[src/rtl/calc_pkg.sv]
// Shared calculator types: keypad codes, ALU operation codes and digit-entry states.
package calc_pkg;

   localparam logic [3:0] KEY_ADD    = 4'd10;
   localparam logic [3:0] KEY_SUB    = 4'd11;
   localparam logic [3:0] KEY_MUL    = 4'd12;
   localparam logic [3:0] KEY_DIV    = 4'd13;
   localparam logic [3:0] KEY_CLEAR  = 4'd14;
   localparam logic [3:0] KEY_EQUALS = 4'd15;

   typedef enum logic [1:0] {
      OP_ADD = 2'd0,
      OP_SUB = 2'd1,
      OP_MUL = 2'd2,
      OP_DIV = 2'd3
   } op_t;

   typedef enum logic [1:0] {
      S_OP1   = 2'd0,
      S_OP2   = 2'd1,
      S_READY = 2'd2
   } entry_state_t;

endpackage

[src/rtl/bcd_shift2.sv]
// Two-digit BCD shift register: new digits enter the ones slot, count saturates at 2.
module bcd_shift2 (
   input  logic       clk,
   input  logic       rst,
   input  logic       clr,
   input  logic       load,
   input  logic       shift,
   input  logic [3:0] digit,
   output logic [3:0] tens,
   output logic [3:0] ones,
   output logic [1:0] cnt
);

   always_ff @(posedge clk) begin
      if (rst || clr) begin
         tens <= 4'd0;
         ones <= 4'd0;
         cnt  <= 2'd0;
      end else if (load) begin
         tens <= 4'd0;
         ones <= digit;
         cnt  <= 2'd1;
      end else if (shift && (cnt < 2'd2)) begin
         // a third digit falls through here untouched
         tens <= ones;
         ones <= digit;
         cnt  <= cnt + 2'd1;
      end
   end

endmodule

[src/rtl/digit_entry.sv]
// Keypad digit-entry controller: builds two 2-digit BCD operands and an op code.
//   state   | meaning
//   S_OP1   | entering operand 1
//   S_OP2   | entering operand 2 (op may still be replaced until a digit arrives)
//   S_READY | expression complete, everything held
module digit_entry
   import calc_pkg::*;
(
   input  logic       clk,
   input  logic       rst,
   input  logic       key_valid,
   input  logic [3:0] key_code,
   output logic [3:0] a,
   output logic [3:0] b,
   output logic [3:0] c,
   output logic [3:0] d,
   output logic [1:0] op,
   output logic       ready,
   output logic       go
);

   entry_state_t state_q, state_d;
   op_t          op_q, op_d;
   logic         go_d;
   logic         clr1, clr2, load1, shift1, shift2;
   logic [1:0]   cnt1, cnt2;
   logic         is_digit, is_oper;
   logic [3:0]   key_rel;
   op_t          key_op;

   assign is_digit = (key_code <= 4'd9);
   assign is_oper  = (key_code >= KEY_ADD) && (key_code <= KEY_DIV);
   assign key_rel  = key_code - KEY_ADD;
   assign key_op   = op_t'(key_rel[1:0]);

   bcd_shift2 u_opnd1 (
      .clk   (clk),
      .rst   (rst),
      .clr   (clr1),
      .load  (load1),
      .shift (shift1),
      .digit (key_code),
      .tens  (a),
      .ones  (b),
      .cnt   (cnt1)
   );

   bcd_shift2 u_opnd2 (
      .clk   (clk),
      .rst   (rst),
      .clr   (clr2),
      .load  (1'b0),
      .shift (shift2),
      .digit (key_code),
      .tens  (c),
      .ones  (d),
      .cnt   (cnt2)
   );

   always_ff @(posedge clk) begin
      if (rst) begin
         state_q <= S_OP1;
         op_q    <= OP_ADD;
         go      <= 1'b0;
      end else begin
         state_q <= state_d;
         op_q    <= op_d;
         go      <= go_d;
      end
   end

   always_comb begin
      state_d = state_q;
      op_d    = op_q;
      clr1    = 1'b0;
      clr2    = 1'b0;
      load1   = 1'b0;
      shift1  = 1'b0;
      shift2  = 1'b0;
      if (key_valid) begin
         if (key_code == KEY_CLEAR) begin
            clr1    = 1'b1;
            clr2    = 1'b1;
            op_d    = OP_ADD;
            state_d = S_OP1;
         end else begin
            case (state_q)
               S_OP1: begin
                  if (is_digit) begin
                     shift1 = 1'b1;
                  end else if (is_oper && (cnt1 != 2'd0)) begin
                     op_d    = key_op;
                     state_d = S_OP2;
                  end
               end
               S_OP2: begin
                  if (is_digit) begin
                     shift2 = 1'b1;
                  end else if (is_oper && (cnt2 == 2'd0)) begin
                     op_d = key_op;
                  end else if ((key_code == KEY_EQUALS) && (cnt2 != 2'd0)) begin
                     state_d = S_READY;
                  end
               end
               S_READY: begin
                  // a fresh digit starts a new expression with it as operand 1
                  if (is_digit) begin
                     load1   = 1'b1;
                     clr2    = 1'b1;
                     op_d    = OP_ADD;
                     state_d = S_OP1;
                  end
               end
               default: state_d = S_OP1;
            endcase
         end
      end
      go_d = (state_d == S_READY) && (state_q != S_READY);
   end

   assign op    = op_q;
   assign ready = (state_q == S_READY);

endmodule

[config.mk]
export PLATFORM = sky130hd
export DESIGN_NAME = digit_entry
export DESIGN_NICKNAME = d
export VERILOG_FILES = /design/src/rtl/calc_pkg.sv /design/src/rtl/bcd_shift2.sv /design/src/rtl/digit_entry.sv
export SDC_FILE = /design/constraint.sdc
export NUM_CORES = 1
export LEC_CHECK = 0
export CAP_MARGIN = 5
export CORE_MARGIN = 10
export CORE_UTILIZATION = 49
export CTS_CLUSTER_SIZE = 16
export DETAILED_ROUTE_END_ITERATION = 10
export PLACE_DENSITY = 0.78
export REMOVE_ABC_BUFFERS = 1
export SKIP_LAST_GASP = 1
export SLEW_MARGIN = 20
export SYNTH_ARGS = -nofsm -noshare
export SYNTH_HDL_FRONTEND = slang
export SYNTH_HIERARCHICAL = 1
export SYNTH_SLANG_ARGS = --single-unit
export TNS_END_PERCENT = 100
[constraint.sdc]
create_clock -name clk -period 1.85 [get_ports clk]
set_input_delay 0.4625 -clock clk [delete_from_list [all_inputs] [get_ports clk]]
set_output_delay 0.4625 -clock clk [all_outputs]
set_load 0.005 [all_outputs]
### Yosys cells after proc, flatten, opt, wreduce, memory -nomap -nowiden

Index checks and enable logic that the tools add are counted.

| storage, ports and cells | value |
|---|---|
| output and inout port bits | 20 |
| logic and storage cells | 80 |
| bits of input ports | 7 |
| register bits | 25 |

| operators by class | value |
|---|---|
| $add $sub $neg | 3 |
| $lt $le $gt $ge | 5 |
| reductions and logical operators | 17 |
| mux-type cells | 34 |
| equal/unequal tests | 11 |

Operators by type and width:

| cell | number |
|---|---|
| $mux 2 | 14 |
| $mux 1 | 16 |
| $ne 3x3->1 const B | 4 |
| $pmux 2 s3 | 2 |
| $eq 4x4->1 const B | 2 |
| $le 4x4->1 const B | 2 |
| $mux 4 | 2 |
| $logic_and 1x1->1 | 7 |
| $reduce_and 7->1 | 1 |
| $reduce_bool 2->1 | 3 |
| $add 2x1->2 const B | 2 |
| $eq 2x2->1 const B | 2 |
| $ge 4x4->1 const B | 1 |
| $logic_not 2->1 | 2 |
| $lt 2x2->1 const B | 2 |
| $reduce_bool 4->1 | 1 |
| $ne 3x1->1 const B | 1 |
| $eq 2x1->1 const B | 1 |
| $logic_or 1x1->1 | 2 |
| $ne 2x2->1 const B | 1 |
| $reduce_or 2->1 | 1 |
| $sub 2x2->2 const B | 1 |

### Logic depth before layout (Yosys ltp)

| logic depth | value |
|---|---|
| depth after elaboration | 10 |
| mapped depth | 7 |
| depth with buffers taken out | 6 |

### Modules after synthesis

Netlist, hierarchy kept.

By module, submodules not included:

| module | instances | area each (um2) | sequential area each (um2) | cells an instance |
|---|---|---|---|---|
| bcd_shift2 | 2 | 414.1 | 200.2 | 44 |
| digit_entry | 1 | 397.9 | 100.1 | 53 |

### Least setup slack after synthesis

Ideal clock, no wire load.

| timing path | value |
|---|---|
| kind | input port to flip-flop |
| start | input port key_code[1] |
| end | register u_opnd1.ones[0] |
| data required time | 1.763 ns |
| arrival | 1.462 ns |
| setup time | 0.087 ns |
| stages on the path | 6 |
| buffers on the path | 1 |
| path slack | 0.301 ns |
| cells stage by stage | o21a_1 nor3_1 nor2b_1 buf_2 o211ai_1 o31ai_1 |

| on the way | value |
|---|---|
| cells in the longest elaborated chain, start to end | 7 |
| elaborated cells on any way between the ends | 15 |
| classes of those cells | order compare: 1; eq/ne: 1; mux: 10; reduce/logical: 3 |

Ends and longest elaborated chain:

| what | RTL line | text |
|---|---|---|
| start, declared | digit_entry.sv:12 | `input logic [3:0] key_code,` |
| $le 4x4->1 | digit_entry.sv:31 | `assign is_digit = (key_code <= 4'd9);` |
| $mux 1 | digit_entry.sv:89 | `if (is_digit) begin` |
| $mux 1 | digit_entry.sv:87 | `case (state_q)` |
| $mux 1 * | digit_entry.sv:81 | `if (key_code == KEY_CLEAR) begin` |
| $mux 1 * | digit_entry.sv:80 | `if (key_valid) begin` |
| via shift1 | digit_entry.sv:25 | `logic clr1, clr2, load1, shift1, shift2;` |
| $logic_and 1x1->1 * | bcd_shift2.sv:23 | `end else if (shift && (cnt < 2'd2)) begin` |
| $reduce_bool 2->1 (no source line) * | -- |  |
| end signal, assigned | bcd_shift2.sv:21 | `ones <= digit;` |
| end signal, assigned | bcd_shift2.sv:26 | `ones <= digit;` |
| end, declared | bcd_shift2.sv:10 | `output logic [3:0] ones,` |

The timed path passes the listed nets; every way through them passes the cells marked *.
A chain may end at the register's enable or synchronous reset.

### Worst setup path in the final report

| timing path | value |
|---|---|
| start | input port key_valid |
| end | register u_opnd2.ones[1] |

| on the way | value |
|---|---|
| cells in the longest elaborated chain, start to end | 2 |
| elaborated cells on any way between the ends | 4 |
| classes of those cells | mux: 2; reduce/logical: 2 |

Ends and longest elaborated chain:

| what | RTL line | text |
|---|---|---|
| start, declared | digit_entry.sv:11 | `input logic key_valid,` |
| $mux 1 | digit_entry.sv:80 |  |
| via clr2 | digit_entry.sv:25 |  |
| $logic_or 1x1->1 | bcd_shift2.sv:15 | `if (rst \|\| clr) begin` |
| end signal, assigned | bcd_shift2.sv:21 |  |
| end signal, assigned | bcd_shift2.sv:26 |  |
| end, declared | bcd_shift2.sv:10 |  |

The timed path passes the listed nets, and every way through them passes these cells.

==> run metrics <==
outcome completed; I/O pin count 27; routed length per instance about 15 um; CP Class input port to register; clock sinks 25; number of CTS-inserted buffers 3; post-route minimum period 1.833 ns; stages on the worst setup path 8; non-filler cells, final between 200 and 250; Core ar. roughly 0.0024 mm^2; via count 1209; Crit Path Max Fanout 7; RSZ-0062 raised after global routing yes; Die Ht 70.03 um; layout cells sized above 1 between 20% and 30%; clock-pin slew on the worst setup and hold paths 0.13 ns; PwrDens between 500 and 600 mW/mm^2; Initial Util between 50% and 60%; clk_skew 0.0007190 ns; CP max-delay cell clkdlybuf4s50_1; Root Buffer clkbuf_4; R2R setup slack 0.33 ns; EDFF count, synth 0; hold_buf cts 0; Hold Fails Final Rpt 0; Reg area 504.2 um^2; Critical Path End u_opnd2/ones[1]; CP top delay family buffers and inverters; GRT Resource Usage Total 12.24%; Placed Cells ~210; area of the multi-input gates just under 700 um^2; WP data required between 2 and 2.5 ns; Routed WL 3.256 mm; Avg Cell Area, Syn 8.696 um^2; crit-path cells clkdlybuf4s50_1 > inv_1 > o21ai_2 > nor2_2 > buf_4 > buf_4 > o211ai_1 > o31ai_1; Iter 0 DRT Violations 55; Critical Path Start Type input port; area leader, netlist dfxtp_1; CTS HTree Levels 1; peak supply drop about 0.00046 V; initial antenna violation count 0; Main synth FF type dfxtp_1; largest net degree at the start of global routing 14; worst hold path type register to register; Hold Worst Slack around 0.48 ns; reg2reg end u_opnd2/ones[1]; # DRC 0; Worst path most repeated cell buf_4; Final HPWL DP roughly 2.5 mm; Port Buffers 26; R2R Path Start state_q[0]; die area between 0.004 and 0.005 mm^2; final setup vio count 0; # diodes 0; top cells by area, synth dfxtp_1, nand2_1, o31ai_1; vias per std cell roughly 5.5; Mapped Area about 0.0012 mm^2; arrival time at the worst endpoint slightly above 2 ns; area growth from synthesis to layout 41.02%; filler cell count 189; drt first pass iters 4; Syn Inst Count about 140; Routability Congestion ~0.83; yosys warns 6; CP Capture Type register; Final Max Slew Viols 0; Antenna Nets Post-Route 0; Synth cell types 30; Reg2Reg Depth 8; Max Buffers Root-to-Sink 2; Die Wd 70.03 um; leak pwr between 0.6 and 0.7 nW; Crit path buffers/inverters 4; sequential area share after synthesis 40.82%; GR Overflow Total 0; share of the synthesized area in the top cell type 40.82%; Post-synth ARST share 0%; Final Util a little under three quarters; worst skew pair latency about 0.30 ns; row cnt 18; vias in the first global route between 1000 and 1500; CTS tree built; flops & latches, synth 25; Fmax roughly 550 MHz; crit path launch key_valid; max cap viols 0; first-pass GRT wire length 5.244 mm; fin crit share 99.07%; max incr delay on CP 0.60 ns; Nets a little under 200
==> power breakdown <==
group / switching (mW) / internal [mW]
clock: 0.156 / 0.0840
combinational: 0.0925 / 0.106
sequential: 0.0203 / 0.559
==> cells in the final DEF, fill, tap and decap left out, types with 2 or more instances in the layout <==
| cell | netlist | final |
|---|---|---|
| o211ai_1 | 9 | 9 |
| o31ai_1 | 12 | 11 |
| inv_1 | 2 | 2 |
| clkdlybuf4s50_1 | 0 | 23 |
| dfxtp_1 | 25 | 24 |
| nor2b_1 | 3 | 2 |
| nor2_2 | 4 | 4 |
| nand2_1 | 28 | 27 |
| o21ai_0 | 6 | 4 |
| or3_4 | 2 | 2 |
| nand2b_1 | 3 | 3 |
| buf_4 | 0 | 24 |
| or4_1 | 2 | 2 |
| nor2_1 | 5 | 5 |
| nand3b_1 | 5 | 5 |
| a21oi_1 | 3 | 3 |
| a21oi_2 | 8 | 8 |
| clkbuf_4 | 0 | 3 |
| xnor2_1 | 2 | 2 |
| o21a_1 | 3 | 3 |
| dlymetal6s2s_1 | 0 | 3 |
| nand3_1 | 2 | 2 |
==> layer usage <==
metal	vias up	wire length [um]	global-route usage (%)
li1	602	-	-
met3	4	193	3.249
met4	0	37	4.167
met1	561	1424	13.53
met2	42	1600	21.85
met5	-	0	0
==> final cells by class <==
| type | instances | area share (%) |
|---|---|---|
| well taps | 30 | 2.171 |
| multi-input cells | 108 | 40.16 |
| flip-flops and latches | 25 | 29.16 |
| inverters | 2 | 0.4342 |
| repair buffers | 51 | 26.56 |
| clock buffers | 4 | 1.520 |
==> repair_timing <==
action                     in CTS  in global routing
pin swaps                       1                  1
resized for setup               4                  9
setup endpoints to repair       3                 10
setup buffers                   2                  1
==> per-stage QoR <==
stage | worst slack, ns | cell area [um^2] | setup TNS (ns) | total power [mW]
2_1_floorplan | 0.1368 | 1184 | 0 | 0.6709
3_3_place_gp | -0.2903 | 1647 | -5.096 | 0.7709
3_5_place_dp | -0.3879 | 1647 | -5.818 | 0.7780
4_1_cts | 0.002764 | 1697 | 0 | 1.015
5_1_grt | -0.02930 | 1729 | -0.05510 | 1.061
6_report | 0.01724 | 1729 | 0 | 1.018
==> sequential cells by signal, indices dropped and copies added, names as in the netlist <==
name          count
u_opnd1/cnt       2
u_opnd1/ones      4
u_opnd2/ones      4
u_opnd1/tens      4
u_opnd2/tens      4
u_opnd2/cnt       2
op                2
go                1
state_q           2
==> Yosys cell counts, types with 3 or more instances <==
cell,n
dfxtp_1,25
nand3b_1,5
o21ai_0,6
buf_2,4
nor2_2,4
a21oi_2,8
nand2b_1,3
o31ai_1,12
o211ai_1,9
nor2_1,5
nand2_1,28
nor2b_1,3
o21a_1,3
a21oi_1,3
==> worst min-delay path by stage <==
stage / startpoint / cells past startpoint / to / slack [ns]
final: u_opnd1/tens[3] / 2 / u_opnd1/tens[3] / 0.48
after detailed placement: u_opnd1/tens[1] / 2 / u_opnd1/tens[1] / 0.46
after global routing: u_opnd2/tens[3] / 2 / u_opnd2/tens[3] / 0.49
after global placement: u_opnd2/tens[0] / 2 / u_opnd2/tens[0] / 0.45
after floorplan: u_opnd1/ones[0] / 2 / u_opnd1/ones[0] / 0.46
after CTS: u_opnd1/tens[1] / 2 / u_opnd1/tens[1] / 0.48
==> logic make-up after synthesis <==
| group | count (synthesis) | synth area share (%) |
|---|---|---|
| AO/OA/AOI/OAI | 45 | 27.55 |
| XOR/XNOR | 3 | 2.143 |
| buffers and inverters | 8 | 4.082 |
| flip-flops | 25 | 40.82 |
| other | 1 | 0.3058 |
| AND/OR/NAND/NOR | 59 | 25.10 |
==> worst reg2reg max path, stage by stage (launching register included) <==
cell      delay [ns]
dfxtp_4         0.40
nor2b_2         0.15
nand2_1         0.11
o21ai_2         0.19
nor2_2          0.08
buf_4           0.15
buf_4           0.13
o211ai_1        0.10
o31ai_1         0.12
Power figures use the tool's default switching activity.
